[src/rtl/lzw_ctrl_pkg.sv]
// lzw_ctrl_pkg: types and default widths shared by the LZW controller, datapath and dictionary arbiter.
// Latency: n/a (types, constants and helper functions only).
// Backpressure: n/a.
//
// Contents:
//   LZW_ADDR_W / LZW_DATA_W / LZW_STARVE_LIM : default dictionary geometry and drain starvation limit
//   req_id_e                                 : owner of the dictionary RAM port in a given cycle
//   arb_state_e                              : arbiter top-level state
//   req_writes / req_reads                   : classify an owner as a RAM write or a RAM read
package lzw_ctrl_pkg;

  localparam int LZW_ADDR_W     = 8;
  localparam int LZW_DATA_W     = 16;
  localparam int LZW_STARVE_LIM = 4;

  // Owner of the single RAM port for one cycle. REQ_INIT is the zero-fill sweep.
  typedef enum logic [2:0] {
    REQ_NONE = 3'd0,
    REQ_WR   = 3'd1,
    REQ_SR   = 3'd2,
    REQ_DR   = 3'd3,
    REQ_INIT = 3'd4
  } req_id_e;

  typedef enum logic {
    ST_SWEEP = 1'b0,
    ST_SERVE = 1'b1
  } arb_state_e;

  function automatic logic req_writes(input req_id_e id);
    return (id == REQ_WR) || (id == REQ_INIT);
  endfunction

  function automatic logic req_reads(input req_id_e id);
    return (id == REQ_SR) || (id == REQ_DR);
  endfunction

endpackage

[src/rtl/dic_init_sweeper.sv]
// dic_init_sweeper: address counter and busy flag for the dictionary zero-fill sweep.
// Latency: a sweep lasts exactly 2**ADDR_W cycles; done_o is high during the last one.
// Backpressure: none; the sweep owns the RAM port unconditionally while busy.
//
// Ports:
//   clk_i, reset_ni : clock and asynchronous active-low reset (reset starts a sweep at address 0)
//   restart_i       : begin a new sweep from address 0 next cycle
//   addr_o          : address written this cycle while busy
//   busy_o          : sweep in progress
//   done_o          : this cycle writes the final address
module dic_init_sweeper
  import lzw_ctrl_pkg::*;
#(
  parameter int ADDR_W = LZW_ADDR_W
) (
  input  logic              clk_i,
  input  logic              reset_ni,
  input  logic              restart_i,
  output logic [ADDR_W-1:0] addr_o,
  output logic              busy_o,
  output logic              done_o
);

  localparam logic [ADDR_W-1:0] ADDR_LAST = '1;
  localparam logic [ADDR_W-1:0] ADDR_ONE  = ADDR_W'(1);

  logic [ADDR_W-1:0] addr_q, addr_d;
  logic              busy_q, busy_d;

  always_comb begin
    addr_d = addr_q;
    busy_d = busy_q;
    if (restart_i) begin
      addr_d = '0;
      busy_d = 1'b1;
    end else if (busy_q) begin
      // Natural wrap leaves the address at 0 once the sweep completes.
      addr_d = addr_q + ADDR_ONE;
      if (addr_q == ADDR_LAST) begin
        busy_d = 1'b0;
      end
    end
  end

  always_ff @(posedge clk_i or negedge reset_ni) begin
    if (!reset_ni) begin
      addr_q <= '0;
      busy_q <= 1'b1;
    end else begin
      addr_q <= addr_d;
      busy_q <= busy_d;
    end
  end

  assign addr_o = addr_q;
  assign busy_o = busy_q;
  assign done_o = busy_q && (addr_q == ADDR_LAST);

endmodule

[src/rtl/dic_ram_arbiter.sv]
// dic_ram_arbiter: shares the single-port LZW dictionary RAM between insert writer, search reader,
//   drain reader and an internal zero-fill sweep.
// Latency: grant and RAM drive are combinational in the request cycle; read data/rvalid one cycle later.
// Backpressure: level requests held until the one-cycle grant; drain is forced after STARVE_LIM waits.
//
// Optional feature: define DIC_ARB_LOCK_EN to let a search burst keep the port while sr_lock_i is high.
//
// Ports:
//   clk_i, reset_ni                       : clock, asynchronous active-low reset
//   init_start_i / init_busy_o            : start zero-fill sweep (honoured only while serving) / sweep running
//   wr_req_i, wr_addr_i, wr_data_i, wr_gnt_o : insert write request and grant
//   sr_req_i, sr_addr_i, sr_gnt_o, sr_lock_i : search read request, grant and burst lock
//   dr_req_i, dr_addr_i, dr_gnt_o         : drain read request and grant
//   rd_data_o, sr_rvalid_o, dr_rvalid_o   : read data returned the cycle after a read grant
//   ram_en_o, ram_we_o, ram_addr_o, ram_wdata_o, ram_rdata_i : RAM macro interface
module dic_ram_arbiter
  import lzw_ctrl_pkg::*;
#(
  parameter int ADDR_W     = LZW_ADDR_W,
  parameter int DATA_W     = LZW_DATA_W,
  parameter int STARVE_LIM = LZW_STARVE_LIM
) (
  input  logic              clk_i,
  input  logic              reset_ni,
  input  logic              init_start_i,
  output logic              init_busy_o,
  input  logic              wr_req_i,
  input  logic [ADDR_W-1:0] wr_addr_i,
  input  logic [DATA_W-1:0] wr_data_i,
  output logic              wr_gnt_o,
  input  logic              sr_req_i,
  input  logic [ADDR_W-1:0] sr_addr_i,
  output logic              sr_gnt_o,
  input  logic              sr_lock_i,
  input  logic              dr_req_i,
  input  logic [ADDR_W-1:0] dr_addr_i,
  output logic              dr_gnt_o,
  output logic [DATA_W-1:0] rd_data_o,
  output logic              sr_rvalid_o,
  output logic              dr_rvalid_o,
  output logic              ram_en_o,
  output logic              ram_we_o,
  output logic [ADDR_W-1:0] ram_addr_o,
  output logic [DATA_W-1:0] ram_wdata_o,
  input  logic [DATA_W-1:0] ram_rdata_i
);

  localparam int               SW         = (STARVE_LIM < 1) ? 1 : $clog2(STARVE_LIM + 1);
  localparam logic [SW-1:0]    STARVE_MAX = SW'(STARVE_LIM);
  localparam logic [SW-1:0]    STARVE_ONE = SW'(1);

  arb_state_e        state_q, state_d;
  req_id_e           winner;
  logic [SW-1:0]     starve_q, starve_d;
  logic              sr_rvalid_q, dr_rvalid_q;
  logic              sweep_restart;
  logic              sweep_busy;
  logic              sweep_done;
  logic [ADDR_W-1:0] sweep_addr;
  logic              drain_forced;

  dic_init_sweeper #(
    .ADDR_W (ADDR_W)
  ) u_sweeper (
    .clk_i     (clk_i),
    .reset_ni  (reset_ni),
    .restart_i (sweep_restart),
    .addr_o    (sweep_addr),
    .busy_o    (sweep_busy),
    .done_o    (sweep_done)
  );

  assign drain_forced = dr_req_i && (starve_q == STARVE_MAX);

`ifdef DIC_ARB_LOCK_EN
  // Search won the port in the previous cycle; basis of the burst lock.
  logic sr_hold_q;

  always_ff @(posedge clk_i or negedge reset_ni) begin
    if (!reset_ni) begin
      sr_hold_q <= 1'b0;
    end else begin
      sr_hold_q <= (winner == REQ_SR);
    end
  end
`else
  logic unused_sr_lock;
  assign unused_sr_lock = sr_lock_i;
`endif

  // Next state and port owner. A restart cycle grants nobody so the requester
  // keeps its request level and is served after the sweep.
  always_comb begin
    state_d       = state_q;
    winner        = REQ_NONE;
    sweep_restart = 1'b0;
    unique case (state_q)
      ST_SWEEP: begin
        winner = REQ_INIT;
        if (sweep_done) begin
          state_d = ST_SERVE;
        end
      end
      ST_SERVE: begin
        if (init_start_i) begin
          state_d       = ST_SWEEP;
          sweep_restart = 1'b1;
        end else if (drain_forced) begin
          winner = REQ_DR;
`ifdef DIC_ARB_LOCK_EN
        end else if (sr_hold_q && sr_lock_i && sr_req_i) begin
          winner = REQ_SR;
`endif
        end else if (wr_req_i) begin
          winner = REQ_WR;
        end else if (sr_req_i) begin
          winner = REQ_SR;
        end else if (dr_req_i) begin
          winner = REQ_DR;
        end
      end
      default: begin
        state_d = ST_SWEEP;
      end
    endcase
  end

  always_ff @(posedge clk_i or negedge reset_ni) begin
    if (!reset_ni) begin
      state_q <= ST_SWEEP;
    end else begin
      state_q <= state_d;
    end
  end

  assign wr_gnt_o    = (winner == REQ_WR);
  assign sr_gnt_o    = (winner == REQ_SR);
  assign dr_gnt_o    = (winner == REQ_DR);
  assign init_busy_o = sweep_busy;

  // RAM drive follows the owner in the same cycle. The sweep owns the port from
  // reset, so its enables are qualified with reset_ni to keep the RAM idle while
  // reset is held.
  always_comb begin
    ram_en_o    = 1'b0;
    ram_we_o    = 1'b0;
    ram_addr_o  = '0;
    ram_wdata_o = '0;
    unique case (winner)
      REQ_INIT: begin
        ram_en_o   = reset_ni;
        ram_we_o   = reset_ni;
        ram_addr_o = sweep_addr;
      end
      REQ_WR: begin
        ram_en_o    = 1'b1;
        ram_we_o    = req_writes(winner);
        ram_addr_o  = wr_addr_i;
        ram_wdata_o = wr_data_i;
      end
      REQ_SR: begin
        ram_en_o   = req_reads(winner);
        ram_addr_o = sr_addr_i;
      end
      REQ_DR: begin
        ram_en_o   = req_reads(winner);
        ram_addr_o = dr_addr_i;
      end
      default: begin
        ram_en_o = 1'b0;
      end
    endcase
  end

  // Drain wait counter: counts refused drain cycles, saturating at the limit.
  always_comb begin
    starve_d = '0;
    if (dr_req_i && !dr_gnt_o) begin
      starve_d = (starve_q == STARVE_MAX) ? starve_q : (starve_q + STARVE_ONE);
    end
  end

  always_ff @(posedge clk_i or negedge reset_ni) begin
    if (!reset_ni) begin
      starve_q    <= '0;
      sr_rvalid_q <= 1'b0;
      dr_rvalid_q <= 1'b0;
    end else begin
      starve_q    <= starve_d;
      sr_rvalid_q <= sr_gnt_o;
      dr_rvalid_q <= dr_gnt_o;
    end
  end

  // The RAM output register already provides the one-cycle read latency; data
  // is presented only alongside a valid so idle cycles read as zero.
  assign sr_rvalid_o = sr_rvalid_q;
  assign dr_rvalid_o = dr_rvalid_q;
  assign rd_data_o   = (sr_rvalid_q || dr_rvalid_q) ? ram_rdata_i : '0;

endmodule

[config.mk]
export PLATFORM = sky130hd
export DESIGN_NAME = dic_ram_arbiter
export DESIGN_NICKNAME = d
export VERILOG_FILES = /design/src/rtl/lzw_ctrl_pkg.sv /design/src/rtl/dic_init_sweeper.sv /design/src/rtl/dic_ram_arbiter.sv
export SDC_FILE = /design/constraint.sdc
export NUM_CORES = 1
export LEC_CHECK = 0
export ABC_AREA = 1
export BUFFER_PORTS_ARGS = -buffer_cell sky130_fd_sc_hd__buf_2
export CELL_PAD_IN_SITES_DETAIL_PLACEMENT = 0
export CELL_PAD_IN_SITES_GLOBAL_PLACEMENT = 1
export CORE_MARGIN = 2
export CORE_UTILIZATION = 27
export DETAILED_ROUTE_END_ITERATION = 6
export PLACE_DENSITY = 0.95
export SLEW_MARGIN = 20
export SYNTH_ARGS = -nofsm -noshare
export SYNTH_HDL_FRONTEND = slang
export SYNTH_SLANG_ARGS = --single-unit
[constraint.sdc]
create_clock -name clk_i -period 2.2 [get_ports clk_i]
set_input_delay 0.44 -clock clk_i [delete_from_list [all_inputs] [get_ports clk_i]]
set_output_delay 0.44 -clock clk_i [all_outputs]
set_load 0.01 [all_outputs]
Word level (Yosys, flattened, before mapping)
Cells that the tools add are included.
- flip-flop bits (word level): 15
- logic and storage cells: 48
- $add $sub $neg: 2
- equality and inequality tests: 7
- multiplexer cells: 23
- bitwise logic cells: 1
- reductions and logical operators: 9
- operator list (operator ; count):
    $mux 16 ; 2
    $pmux 8 s4 ; 1
    $mux 8 ; 2
    $mux 2 ; 5
    $add 8x1->8 const B ; 1
    $eq 8x8->1 const B ; 1
    $mux 1 ; 7
    $eq 3x2->1 const B ; 2
    $eq 3x3->1 const B ; 2
    $mux 3 ; 2
    $pmux 3 s2 ; 1
    $pmux 1 s2 ; 2
    $add 3x1->3 const B ; 1
    $eq 3x1->1 const B ; 1
    $logic_and 1x1->1 ; 3
    $logic_or 1x1->1 ; 3
    $pmux 1 s3 ; 1
    $ne 2x2->1 const B ; 1
    $reduce_bool 2->1 ; 1
    $reduce_or 2->1 ; 1
    $logic_not 1->1 ; 1
    $not 1->1 ; 1

Longest topological paths before layout
- depth in word-level cells: 10
- mapped depth: 9
- mapped depth without buffers: 9

Cells and area by module
A second synthesis with hierarchy kept.
- cell total of the unflattened synthesis: 258
- area, all modules: 1500.2 µm²
- by module, submodules not included (module ; instances ; cells each ; area an instance (µm²)):
    dic_ram_arbiter ; 1 ; 197 ; 1019.7
    dic_init_sweeper ; 1 ; 61 ; 480.5

Worst setup path after synthesis
Ideal clock, no wire load.
- path kind: register -> output
- start: register starve_q[0]
- end: output port ram_addr_o[5]
- data arrival time: 1.269 ns
- slack: 0.491 ns
- stages on the path, launching flop included: 10
- buffers on the path: 1
- cell sequence: dfrtp_1 -> inv_1 -> ha_1 -> nand3_2 -> nand2_4 -> buf_6 -> nand4_1 -> nand2_1 -> inv_1 -> nand2_1
- word-level cells in the longest chain between the ends: 7
- elaborated cells on any way between the ends: 10
- those cells by class: eq/ne: 5; mux: 4; reduce/logical: 1
- RTL lines (element ; line ; text):
    start, declared ; dic_ram_arbiter.sv:54 ; logic [SW-1:0] starve_q, starve_d;
    start signal, assigned ; dic_ram_arbiter.sv:189 ; starve_q <= starve_d;
    $eq 3x3->1 * ; dic_ram_arbiter.sv:73 ; assign drain_forced = dr_req_i && (starve_q == STARVE_MAX);
    $logic_and 1x1->1 * ; dic_ram_arbiter.sv:73 ;
    $mux 2 * ; dic_ram_arbiter.sv:108 ; end else if (drain_forced) begin
    $mux 2 * ; dic_ram_arbiter.sv:105 ; if (init_start_i) begin
    $pmux 3 s2 * ; dic_ram_arbiter.sv:97 ; unique case (state_q)
    $eq 3x2->1, or another cell as far along ; dic_ram_arbiter.sv:149 ; unique case (winner)
    $pmux 8 s4 * ; dic_ram_arbiter.sv:149 ;
    end, declared ; dic_ram_arbiter.sv:43 ; output logic [ADDR_W-1:0] ram_addr_o,
Every way passes the cells marked *; elsewhere a longest branch is shown, timed or not.

Worst setup path in the final report
- start: register starve_q[0]
- end: output port ram_addr_o[2]
Same word-level chain as after synthesis.

==> impl_summary.txt <==
----------------------------------------------------
[Run status]
  Result of the run ... complete, no violations

[Die]
  Number of top-level pins ... between 100 and 150
  Core Region ... ~5100 um2
  Die outline height ... 77.29 um
  Effective utilization at floorplan ... 0.2821
  Die width ... 77.29 um
  Overall die area ... ~6000 um2
  Placement Rows ... 26

[Worst setup path]
  Most prevalent standard cell on the critical path ... nand2_1
  Crit path kind ... flop to primary output
  Critical path arrival ... approximately 1700 ps
  Required @ worst endpoint ... 1760 ps
  Critical path endpoint category ... primary output
  CP startpoint ... starve_q[0]
  Cell chain of the critical path ... inv_2 -> ha_4 -> nand3_4 -> nand3_2 -> nand4_1 -> nand2_1 -> inv_1 -> nand2_1 -> buf_2
  Startpoint type of the worst setup path ... flop
  Cell type of the slowest stage on the worst timing path ... dfrtp_1
  Critical path peak fanout ... 10
  Maximum single-stage delay on the critical path ... roughly 370 ps
  Beginning of the worst register-to-register path ... starve_q[0]

[Synth]
  Total nets after synthesis ... around 310
  Sequential element share of the synthesized area ... 0.2597
  Count of state elements after synthesis ... 15
  Cell accounting for the most synthesized area ... dfrtp_1
  Post-Synthesis Mean Instance Area ... 5.895 um2
  Synth warnings ... 0
  Number of instances in the synthesized netlist ... 246
  Most area-consuming cells after synthesis ... dfrtp_1 (24%), inv_1 (18%), nor2_1 (16%)
  Area fraction of the dominant cell type after synthesis ... 0.2416
  Combined area of all synthesized cells ... approximately 1500 um2
  Count of unique library cells instantiated by Yosys ... 24

[Clock tree]
  Buffer type at the clock tree root ... clkbuf_8
  Clock latency reported for the late side of the worst-skew pair ... ~250 ps
  H-tree levels ... 1
  TritonCTS clock tree ... built
  Post-cts hold buffer count ... 0
  Maximum count of clock buffers along a single path ... 2
  Post-CTS clock slew at the launch and capture registers of the worst setup and hold paths ... about 60 ps
  Number of clock sinks ... 15
  Inserted Clock Buffers ... 3

[STA]
  Worst setup skew after layout ... approximately 5 ps
  Final Hold Vio Count ... 0
  Number of pins exceeding their max-slew limit in the final report ... 0
  Setup repair after global routing missed its margin ... true
  Final setup violation count ... 0
  Normalized max-slew margin ... 0.7422
  Maximum clock frequency ... approximately 460 MHz
  Minimum clock period after layout ... 2164 ps
  Worst-Margin Slew ... 383.8 ps
  Share of the clock period used by the worst path ... 0.9835

[Global route]
  Largest net degree at the start of global routing ... 19
  Total grt overflow ... 0
  Antenna violations before repair ... 0
  Number of global-route vias before repair ... between 1500 and 2000
  Total Routing Usage GR ... 0.1595
  Wire length of the first global-routing pass ... 7852 um

[Power and ir drop]
  Int Power ... between 0.0008 and 0.0009 W
  Switching power as a share of total power ... 0.4305
  Clock network fraction of total power ... 0.159
  Largest vdd supply drop ... 0.0003208 V
  Part of the total power dissipated in combinational logic ... 0.505
  Reg power frac ... 0.336
  Leakage power ... 1.457 nW
  Switching power summed over all nets ... 0.0006205 W
  Power per Cell Area ... around 660 nW/um2

[Layout]
  Sequential cell area ... about 380 um2
  Area growth, synth to finish ... 51.25%
  Ratio of cells with drive above 1 in the final layout ... 0.3906
  Net count, final ... 428
  Final non-filler cell area ... approximately 2200 um2
  Final cell utilization of the core ... 0.4267
  Count of antenna diodes in the layout ... 0
  Number of fillers in the final layout ... between 500 and 600
  Footprint of the multi-input gates ... between 800 and 900 um2

[Drt]
  Number of vias in the routed layout ... ~1800
  Count of TritonRoute iterations in the first routing pass ... 4
  ANT nets after route ... 0
  DRC violation count after routing ... 0
  Routed wire length ... ~4800 um
  Routed vias/inst ... about 4.2
  Detailed Route Iter0 Violations ... between 60 and 70
  Routed wire per std cell ... 11.20 um

[Placed design]
  Cell area after placement ... between 2000 and 2500 um2
  Placer Congestion ... just under 0.8
  IO Port Bufs ... around 110
  Placed wire-length estimate ... between 3000 and 4000 um

[Flow run]
  Reported max-cap violation count ... 0

[Worst hold path]
  Worst min-delay path class ... input port to asynchronous set/reset pin

----------------------------------------------------
## cells in the final DEF (no fill, tap or decap)
cell        n
nand3_1     7
nand3_2     1
nand4_1    19
clkbuf_8    3
clkbuf_1    1
inv_4       1
dfrtp_1    14
o21ai_0     7
nor2_1     58
nand2_1    34
nand2_4     1
nand2_2     2
ha_4        1
xnor2_1     1
inv_2       3
dfstp_2     1
ha_1        2
o21ai_4     1
nand3_4     1
nor3_1      6
nor2_4      2
nor2_2      4
a21oi_1     5
buf_2     109
nand4_4     2
buf_4       9
inv_1      66
## Yosys cell counts, drive strengths merged
library cell,count
nand3,9
o21ai,8
ha,3
buf,6
nand2,37
a21oi,5
nor2,64
nor3,6
dfstp,1
xnor2,1
nand4,20
clkbuf,2
inv,70
dfrtp,14
## state kept, by name, summed over array words and instances, names as in the netlist
register and count:
dr_rvalid_o 1, sr_rvalid_o 1, starve_q 3, state_q 1, u_sweeper.addr_o 8, u_sweeper.busy_o 1
## per-layer routing
metal,up-vias,track usage,wire (um)
met4,0,0.01964,0
met5,-,0,0
met3,0,0.04471,379
met1,790,0.1867,1981
li1,967,-,-
met2,68,0.2948,2468
## critical path, delay by kind of cell, from the launching register on
kind | cells | cell delay [ps]
adder cells (fa/ha/maj) | 1 | 160
buffers and inverters | 3 | 260
flip-flops | 1 | 370
AND/OR/NAND/NOR | 5 | 680
## cell families after synthesis
kind of cell | share of synthesized area
and+or+nand+nor | 0.4374
xor gates and xnor gates | 0.006041
adders and majority gates | 0.02589
DFF | 0.2597
buffers and inverters | 0.2235
AOI/OAI and AO/OA | 0.04745
## cell type report
cell class / instances / area share
Clock buffer: 4 / 0.02054
Timing Repair Buffer: 118 / 0.2795
Multi-Input combinational cell: 154 / 0.3674
Inverter: 70 / 0.1209
Tap cell: 70 / 0.03993
Sequential cell: 15 / 0.1717
## what timing repair did
action,CTS,global route
gates resized for setup,3,9
setup buffers,3,1
setup endpoints to repair,26,24
gates cloned,1,0
pin swaps,3,4
## final timing paths
check	to	slack, ps	cells past startpoint
setup / recovery	ram_addr_o[2]	40	9
hold / removal	state_q	160	2
max in group asynchronous	u_sweeper.busy_o	1790	2
setup reg to reg	starve_q[1]	650	7
min in group clk_i	starve_q[0]	530	3
hold reg to reg	u_sweeper.busy_o	570	3
## per-stage QoR
step	setup slack [ps]	hold WS [ps]	TNS, ps	power, W	instances
4_1_cts	4.083	163.2	0	0.001421	430
6_report	36.31	160.3	0	0.001441	431
2_1_floorplan	491.4	144.4	0	0.0009180	246
5_1_grt	-86.77	175.3	-588.9	0.001588	431
3_3_place_gp	124.2	438.5	0	0.001141	422
3_5_place_dp	72.20	438.2	0	0.001158	422
## power groups by stage
stage / logic, W / clock network (W) / registers [W]
2_1_floorplan: 0.000466 / 0 / 0.000452
3_3_place_gp: 0.000662 / 0 / 0.000479
3_5_place_dp: 0.000676 / 0 / 0.000482
4_1_cts: 0.000708 / 0.000235 / 0.000478
5_1_grt: 0.000843 / 0.000247 / 0.000499
6_report: 0.000728 / 0.000229 / 0.000484
No activity file was read; power rests on OpenSTA's default activity.
